<file path="src/rtl/u_bi_to_bin_pkg.sv">
// Shared stochastic-computing definitions: default word width and the
// converter FSM state encoding.
package u_bi_to_bin_pkg;

  localparam int unsigned SC_DATAWD = 8;

  typedef enum logic [1:0] {
    ST_IDLE = 2'd0,
    ST_RUN  = 2'd1,
    ST_DONE = 2'd2
  } bi_state_e;

endpackage

</file>
<file path="src/rtl/u_bi_to_bin_win_counter.sv">
// Ones/window counter pair for one conversion window of 2^DATAWD enabled samples.
module u_win_counter
  import u_bi_to_bin_pkg::*;
#(
  parameter int unsigned DATAWD = SC_DATAWD
) (
  input  logic              clk,
  input  logic              rst_n,
  input  logic              en,
  input  logic              clr,
  input  logic              bit_in,
  output logic [DATAWD:0]   ones,
  output logic              last
);

  logic [DATAWD:0]   ones_d, ones_q;
  logic [DATAWD-1:0] win_d,  win_q;

  always_comb begin
    ones_d = ones_q;
    win_d  = win_q;
    if (clr) begin
      ones_d = '0;
      win_d  = '0;
    end else if (en) begin
      ones_d = ones_q + (DATAWD+1)'(bit_in);
      win_d  = win_q + DATAWD'(1);
    end
  end

  always_ff @(posedge clk or negedge rst_n) begin
    if (!rst_n) begin
      ones_q <= '0;
      win_q  <= '0;
    end else begin
      ones_q <= ones_d;
      win_q  <= win_d;
    end
  end

  assign ones = ones_q;
  // The window counter wraps to 0 on the last sample, so no extra clear is needed.
  assign last = en && (win_q == '1);

endmodule

</file>
<file path="src/rtl/u_bi_to_bin.sv">
// Bipolar stochastic bitstream to offset-binary converter: counts ones over a
// window of 2^DATAWD enabled samples and presents the saturated count.
module u_bi_to_bin
  import u_bi_to_bin_pkg::*;
#(
  parameter int unsigned DATAWD = SC_DATAWD
) (
  input  logic              clk,
  input  logic              rst_n,
  input  logic              start,
  input  logic              iEn,
  input  logic              iBit,
  input  logic              iReady,
  output logic [DATAWD-1:0] oVal,
  output logic              oValid,
  output logic              oBusy
);

  bi_state_e         state_d, state_q;
  logic [DATAWD-1:0] oval_d, oval_q;
  logic [DATAWD:0]   ones, ones_final;
  logic              cnt_en, cnt_clr, cnt_last;

  u_win_counter #(.DATAWD(DATAWD)) u_cnt (
    .clk    (clk),
    .rst_n  (rst_n),
    .en     (cnt_en),
    .clr    (cnt_clr),
    .bit_in (iBit),
    .ones   (ones),
    .last   (cnt_last)
  );

  // Result includes the last sample, which is captured on the same edge.
  assign ones_final = ones + (DATAWD+1)'(iBit);

  always_ff @(posedge clk or negedge rst_n) begin
    if (!rst_n) begin
      state_q <= ST_IDLE;
      oval_q  <= '0;
    end else begin
      state_q <= state_d;
      oval_q  <= oval_d;
    end
  end

  always_comb begin
    state_d = state_q;
    oval_d  = oval_q;
    cnt_clr = 1'b0;
    case (state_q)
      ST_IDLE: begin
        if (start) begin
          state_d = ST_RUN;
          cnt_clr = 1'b1;
        end
      end
      ST_RUN: begin
        if (cnt_last) begin
          state_d = ST_DONE;
          oval_d  = ones_final[DATAWD] ? '1 : ones_final[DATAWD-1:0];
        end
      end
      ST_DONE: begin
        if (iReady) begin
          if (start) begin
            state_d = ST_RUN;
            cnt_clr = 1'b1;
          end else begin
            state_d = ST_IDLE;
          end
        end
      end
      default: state_d = ST_IDLE;
    endcase
  end

  always_comb begin
    cnt_en = (state_q == ST_RUN) && iEn;
    oBusy  = (state_q == ST_RUN);
    oValid = (state_q == ST_DONE);
    oVal   = oval_q;
  end

endmodule

</file>
<file path="config.mk">
export PLATFORM = sky130hd
export DESIGN_NAME = u_bi_to_bin
export DESIGN_NICKNAME = d
export VERILOG_FILES = /design/src/rtl/u_bi_to_bin_pkg.sv /design/src/rtl/u_bi_to_bin_win_counter.sv /design/src/rtl/u_bi_to_bin.sv
export SDC_FILE = /design/constraint.sdc
export NUM_CORES = 1
export LEC_CHECK = 0
export BUFFER_PORTS_ARGS = -buffer_cell sky130_fd_sc_hd__buf_2
export CORE_ASPECT_RATIO = 1.75
export CORE_UTILIZATION = 55
export DETAILED_ROUTE_END_ITERATION = 8
export GPL_ROUTABILITY_DRIVEN = 0
export PLACE_DENSITY = 0.76
export RECOVER_POWER = 50
export SLEW_MARGIN = 20
export SYNTH_ARGS = -nofsm -noshare
export SYNTH_HDL_FRONTEND = slang
export SYNTH_SLANG_ARGS = --single-unit
export TNS_END_PERCENT = 1
</file>
<file path="constraint.sdc">
create_clock -name clk -period 2.2 [get_ports clk]
set_input_delay 0.11 -clock clk [delete_from_list [all_inputs] [get_ports clk]]
set_output_delay 0.11 -clock clk [all_outputs]
set_load 0.005 [all_outputs]
</file>
== Word level (Yosys, flattened, before mapping) ==
Cells that the tools add are included.

* Register bits: 27
* Word-level logic and storage cells: 31
* Output and inout port bits: 10
* Input bits: 6

* Add/sub/neg operators: 2
* Reductions and logical operators: 6
* Equal/unequal tests: 6
* Muxes and demuxes: 13

{| class="wikitable"
|+ Operator list
! operator !! count
|-
| $mux W8 || 3
|-
| $mux W9 || 2
|-
| $add A9 B1 Y9 || 1
|-
| $add A8 B1 Y8 const B || 1
|-
| $eq A8 B8 Y1 const B || 1
|-
| $mux W2 || 3
|-
| $pmux W2 S3 || 1
|-
| $ne A2 B2 Y1 const B || 2
|-
| $mux W1 || 3
|-
| $reduce_and A3 Y1 || 1
|-
| $eq A2 B1 Y1 const B || 1
|-
| $eq A2 B2 Y1 const B || 1
|-
| $logic_and A1 B1 Y1 || 2
|-
| $logic_not A2 Y1 || 1
|-
| $ne A2 B1 Y1 const B || 1
|-
| $pmux W1 S2 || 1
|-
| $reduce_and A2 Y1 || 1
|-
| $reduce_bool A2 Y1 || 1
|}

== Logic depth before layout (Yosys ltp) ==
* Depth in word-level cells: 5
* Gate-level depth with buffers: 7
* Gate-level depth less buffers: 6

== By module ==
From an unflattened synthesis, not the netlist that was laid out.

* Cell total of the unflattened synthesis: 140
* Area total of the unflattened synthesis: 1412.6 µm²

{| class="wikitable"
|+ Modules (own cells, without submodules)
! module !! seq. area each (µm²) !! cells an instance !! area an instance (µm²) !! times used
|-
| u_win_counter || 425.4 || 82 || 844.6 || 1
|-
| u_bi_to_bin || 250.2 || 58 || 568.0 || 1
|}

== Worst setup path before layout ==
Ideal clock, no wire load.

* Path kind: reg2reg
* Start point: register u_cnt.win_q[0]
* End point: register oval_q[2] (netlist: oVal[2])
* Required time: 2.076 ns
* Clock period less this slack: 1.760 ns
* Stages on the path, launching flop included: 7
* Setup time: 0.124 ns
* Arrival: 1.636 ns
* Slack: 0.440 ns
* Path buffers: 2
* Cell sequence: dfrtp_1 ha_1 nand3_1 or4_4 buf_6 buf_6 o31a_1

* Cells in the longest elaborated chain, start to end: 3

{| class="wikitable"
|+ RTL lines
! item !! line !! text
|-
| start, declared || u_bi_to_bin_win_counter.sv:17 || <nowiki>logic [DATAWD-1:0] win_d, win_q;</nowiki>
|-
| start signal, assigned || u_bi_to_bin_win_counter.sv:37 || <nowiki>win_q <= win_d;</nowiki>
|-
| $eq A8 B8 Y1 || u_bi_to_bin_win_counter.sv:43 || <nowiki>assign last = en && (win_q == '1);</nowiki>
|-
| $logic_and A1 B1 Y1 || u_bi_to_bin_win_counter.sv:43 ||
|-
| $reduce_and A2 Y1 (no line) || - ||
|-
| end signal, assigned || u_bi_to_bin.sv:43 || <nowiki>oval_q <= oval_d;</nowiki>
|-
| end, declared || u_bi_to_bin.sv:20 || <nowiki>logic [DATAWD-1:0] oval_d, oval_q;</nowiki>
|}

Every way passes these cells.
A chain may end at the register's enable or synchronous reset.

== Worst setup path in the final report ==
* Start point: register state_q[1]
* End point: register u_cnt.win_q[7]

* Cells in the longest elaborated chain, start to end: 3
* Elaborated cells on any way between the ends: 7
* Those cells by class: eq/ne (2); mux (2); reduce/logical (3)

{| class="wikitable"
|+ RTL lines
! item !! line !! text
|-
| start, declared || u_bi_to_bin.sv:19 || <nowiki>bi_state_e state_d, state_q;</nowiki>
|-
| start signal, assigned || u_bi_to_bin.sv:42 || <nowiki>state_q <= state_d;</nowiki>
|-
| $eq A2 B2 Y1 (tied with other cells) || u_bi_to_bin.sv:51 || <nowiki>case (state_q)</nowiki>
|-
| $pmux W1 S2 or $logic_and A1 B1 Y1 (tied branches) || u_bi_to_bin.sv:51, u_bi_to_bin.sv:79 ||
|-
| $mux W8 or $reduce_bool A2 Y1 (tied branches) || - ||
|}

Several ways; a longest one is shown, not always the timed one.

==> impl_metrics.env <==
export IMPL_crit_type="reg -> reg"
export IMPL_synth_most_common_cell="dfrtp_1"
export IMPL_ff2ff_setup_slack_ns=0.33
export IMPL_cellPowerDensity_nw_per_um2=746.3
export IMPL_synth_edf_count=0
export IMPL_port_buffers=15
export IMPL_tritoncts="built"
export IMPL_worstHoldStart="iReady"
export IMPL_pre_cts_ws_ns=0.2221
export IMPL_worst_ep_arrival_time_ns=2.07
export IMPL_p_sw_share_pct=30.01
export IMPL_vias=1035
export IMPL_vdd_ir_drop_max_mv=0.4694
export IMPL_nets=161
export IMPL_drtPass1Iterations=4
export IMPL_die_area_um2=2719
export IMPL_status="completed"
export IMPL_critPathLaunchType="flop"
export IMPL_power_frac_seq_pct=55.6
export IMPL_fin_crit_ns=1.866
export IMPL_yosysUniqueCellTypes=30
export IMPL_cp_required_ns=2.40
export IMPL_syn_avg_cell_area_um2=10.06
export IMPL_start_util_pct=59.15
export IMPL_io_pins=16
export IMPL_cts_root_buffer="clkbuf_8"
export IMPL_p_comb_share_pct=19.0
export IMPL_relSlewSlack_pct=4.871
export IMPL_maxCapViolCount=0
export IMPL_p_int_uw=784.9
export IMPL_wl_mm=2.586
export IMPL_cts_max_level=1
export IMPL_holdPathStages=2
export IMPL_grt_start_max_net_pins=28
export IMPL_worst_path_buf_inv=0
export IMPL_crit_chain="and3b_1, a21oi_2, or4_1, a21oi_1"
export IMPL_seq_area_frac_synth_pct=49.00
export IMPL_rows=23
export IMPL_layout_drive_gt1_share_pct=10.60
export IMPL_clkTransAtPathRegs_ns=0.09
export IMPL_post_drt_wl_per_cell_um=14.69
export IMPL_finalSetupTns_ns=0
export IMPL_cp_slowest_cell="or4_1"
export IMPL_timing_rr_end="u_cnt.win_q[7]"
export IMPL_setup_viol_count_final=0
export IMPL_reg2regPathDepth=4
export IMPL_synth_seq_cells=27
export IMPL_coreArea_um2=2331
export IMPL_period_share_pct=84.84
export IMPL_grt_pass1_wl_mm=4.409
export IMPL_antenna_found_initial=0
export IMPL_tightest_slew_ns=1.427
export IMPL_grt_total_usage_pct=23.99
export IMPL_skew_ns=0.003304
export IMPL_cpPeakStageDelay_ns=0.54
export IMPL_yosysTopAreaCellShare_pct=49.00
export IMPL_netlist_area_um2=1379
export IMPL_hold_end="state_q[1]"
export IMPL_fmax_mhz=535.8
export IMPL_dpl_hpwl_mm=1.866
export IMPL_ant_nets=0
export IMPL_synth_common_cells="dfrtp_1, nand2_1, o21ai_0"
export IMPL_grt_pass1_vias=1006
export IMPL_diodes=0
export IMPL_p_clk_share_pct=25.4
export IMPL_synthTopCellsByArea="dfrtp_1, o31a_1, nand2b_1"
export IMPL_cts_buffer_depth=2
export IMPL_endpoint_kind="flop"
export IMPL_viasPerCell=5.881
export IMPL_area_delta_synth_final_pct=8.984
export IMPL_drc=0
export IMPL_clk_latency_ns=0.27
export IMPL_leakagePower_uw=0.0007378
export IMPL_die_h_um=68.24
export IMPL_synth_warnings=0
export IMPL_rsz0062_at_grt="false"
export IMPL_drv_slew=0
export IMPL_syn_inst=137
export IMPL_crit_fanout=15
export IMPL_cts_num_sinks=27
export IMPL_drt_initial_drc_count=34
export IMPL_yosysTopAreaCell="dfrtp_1"
export IMPL_syn_num_nets=146
export IMPL_synth_async_reset_ratio_pct=100.0
export IMPL_final_hold_viol_count=0
export IMPL_timing_rr_start="state_q[1]"
export IMPL_crit_family="simple AND/OR/NAND/NOR gates"
export IMPL_cts_buffers_inserted=3
export IMPL_hp_class="in -> reg"
export IMPL_grt_overflow_total=0
export IMPL_fin_ws_ns=0.3335
export IMPL_die_w_um=39.85
export IMPL_synth_flop_cell="dfrtp_1"
export IMPL_p_sw_uw=336.6
==> per-layer routing <==
layer	global-route usage, %	share of wire [%]	up-vias
met5	0	0	-
met4	11.64	2.6	0
met3	1.948	2.2	7
met2	40.98	53	22
met1	29.00	42	496
li1	-	-	510
==> through the flow <==
step / cells / total power, µW / utilization (%) / hold WS (ns) / cell area (µm²)
after floorplan: 137 / 774.5 / - / -0.1856 / 1379
after global placement: 171 / 828.3 / 62.27 / 0.1404 / 1451
after detailed placement: 171 / 844.5 / 62.27 / 0.1441 / 1451
after CTS: 176 / 1122 / 64.63 / 0.03374 / 1506
after global routing: 176 / 1182 / 64.47 / 0.04601 / 1503
final: 176 / 1121 / 64.47 / 0.02446 / 1503
==> layout make-up <==
type / count / area [µm²]
Sequential cell: 27 / 675.6
Inverter: 4 / 15.01
Clock buffer: 4 / 45.04
Multi-Input combinational cell: 99 / 650.6
Tap cell: 25 / 31.28
Fill cell: 203 / 828.3
Timing Repair Buffer: 17 / 85.08
==> worst reg2reg max path, stage by stage (launching register included) <==
cell and delay, ns:
dfrtp_1 0.43, and3b_1 0.47, a21oi_2 0.20, or4_1 0.54, a21oi_1 0.16
==> registers in the layout, indices dropped and copies added, names as in the netlist <==
register / count
u_cnt.ones: 9
oVal: 8
u_cnt.win_q: 8
state_q: 2
==> cells by family (layout without fill, tap and decap cells) <==
kind of cell,after synthesis,after routing,synth area share (%)
flops,27,27,49.00
buf+inv,11,25,4.083
xor+xnor,10,10,6.352
simple gates,51,51,21.05
compound gates,35,35,16.79
fa+ha+maj,3,3,2.723
==> placed cells by master, fill, tap and decap left out, types with 3 or more instances in the layout <==
| master | Yosys | layout |
|---|---|---|
| clkbuf_8 | 0 | 3 |
| o21ai_0 | 11 | 11 |
| buf_2 | 0 | 9 |
| nand2b_1 | 10 | 10 |
| o31ai_1 | 3 | 3 |
| xor2_1 | 5 | 5 |
| ha_1 | 3 | 3 |
| a21oi_1 | 7 | 6 |
| clkbuf_1 | 5 | 7 |
| xnor2_1 | 5 | 5 |
| nand3_1 | 5 | 5 |
| nand2_1 | 12 | 12 |
| o31a_1 | 8 | 8 |
| a22o_1 | 4 | 4 |
| dfrtp_1 | 27 | 27 |
| and3_1 | 4 | 4 |
| nor2_1 | 7 | 7 |
| inv_1 | 4 | 4 |
| or3_1 | 3 | 3 |
==> how the worst max path moves through the flow <==
stage | end | start | depth (start not counted) | slack, ns
2_1_floorplan | oVal[2] | u_cnt.win_q[0] | 6 | 0.44
3_3_place_gp | u_cnt.win_q[7] | state_q[1] | 4 | 0.34
3_5_place_dp | u_cnt.win_q[5] | state_q[0] | 4 | 0.22
4_1_cts | u_cnt.win_q[5] | state_q[0] | 4 | 0.15
5_1_grt | u_cnt.win_q[7] | state_q[1] | 4 | 0.20
6_report | u_cnt.win_q[7] | state_q[1] | 4 | 0.33
==> power by group through the flow <==
stage	registers (µW)	logic, µW	clock network [µW]
after floorplan	617	158	0
after global placement	627	201	0
after detailed placement	632	212	0
after CTS	622	214	286
after global routing	635	241	306
final	624	213	285
==> repair_timing <==
item | 4_1_cts | 5_1_grt
endpoints found under the hold margin | 27 | 0
buffers inserted | 0 | 0
hold buffers | 1 | 0
resized for setup | 0 | 1
endpoints found under the setup margin | 0 | 7
Note: power is estimated with default switching activity, not from simulation.
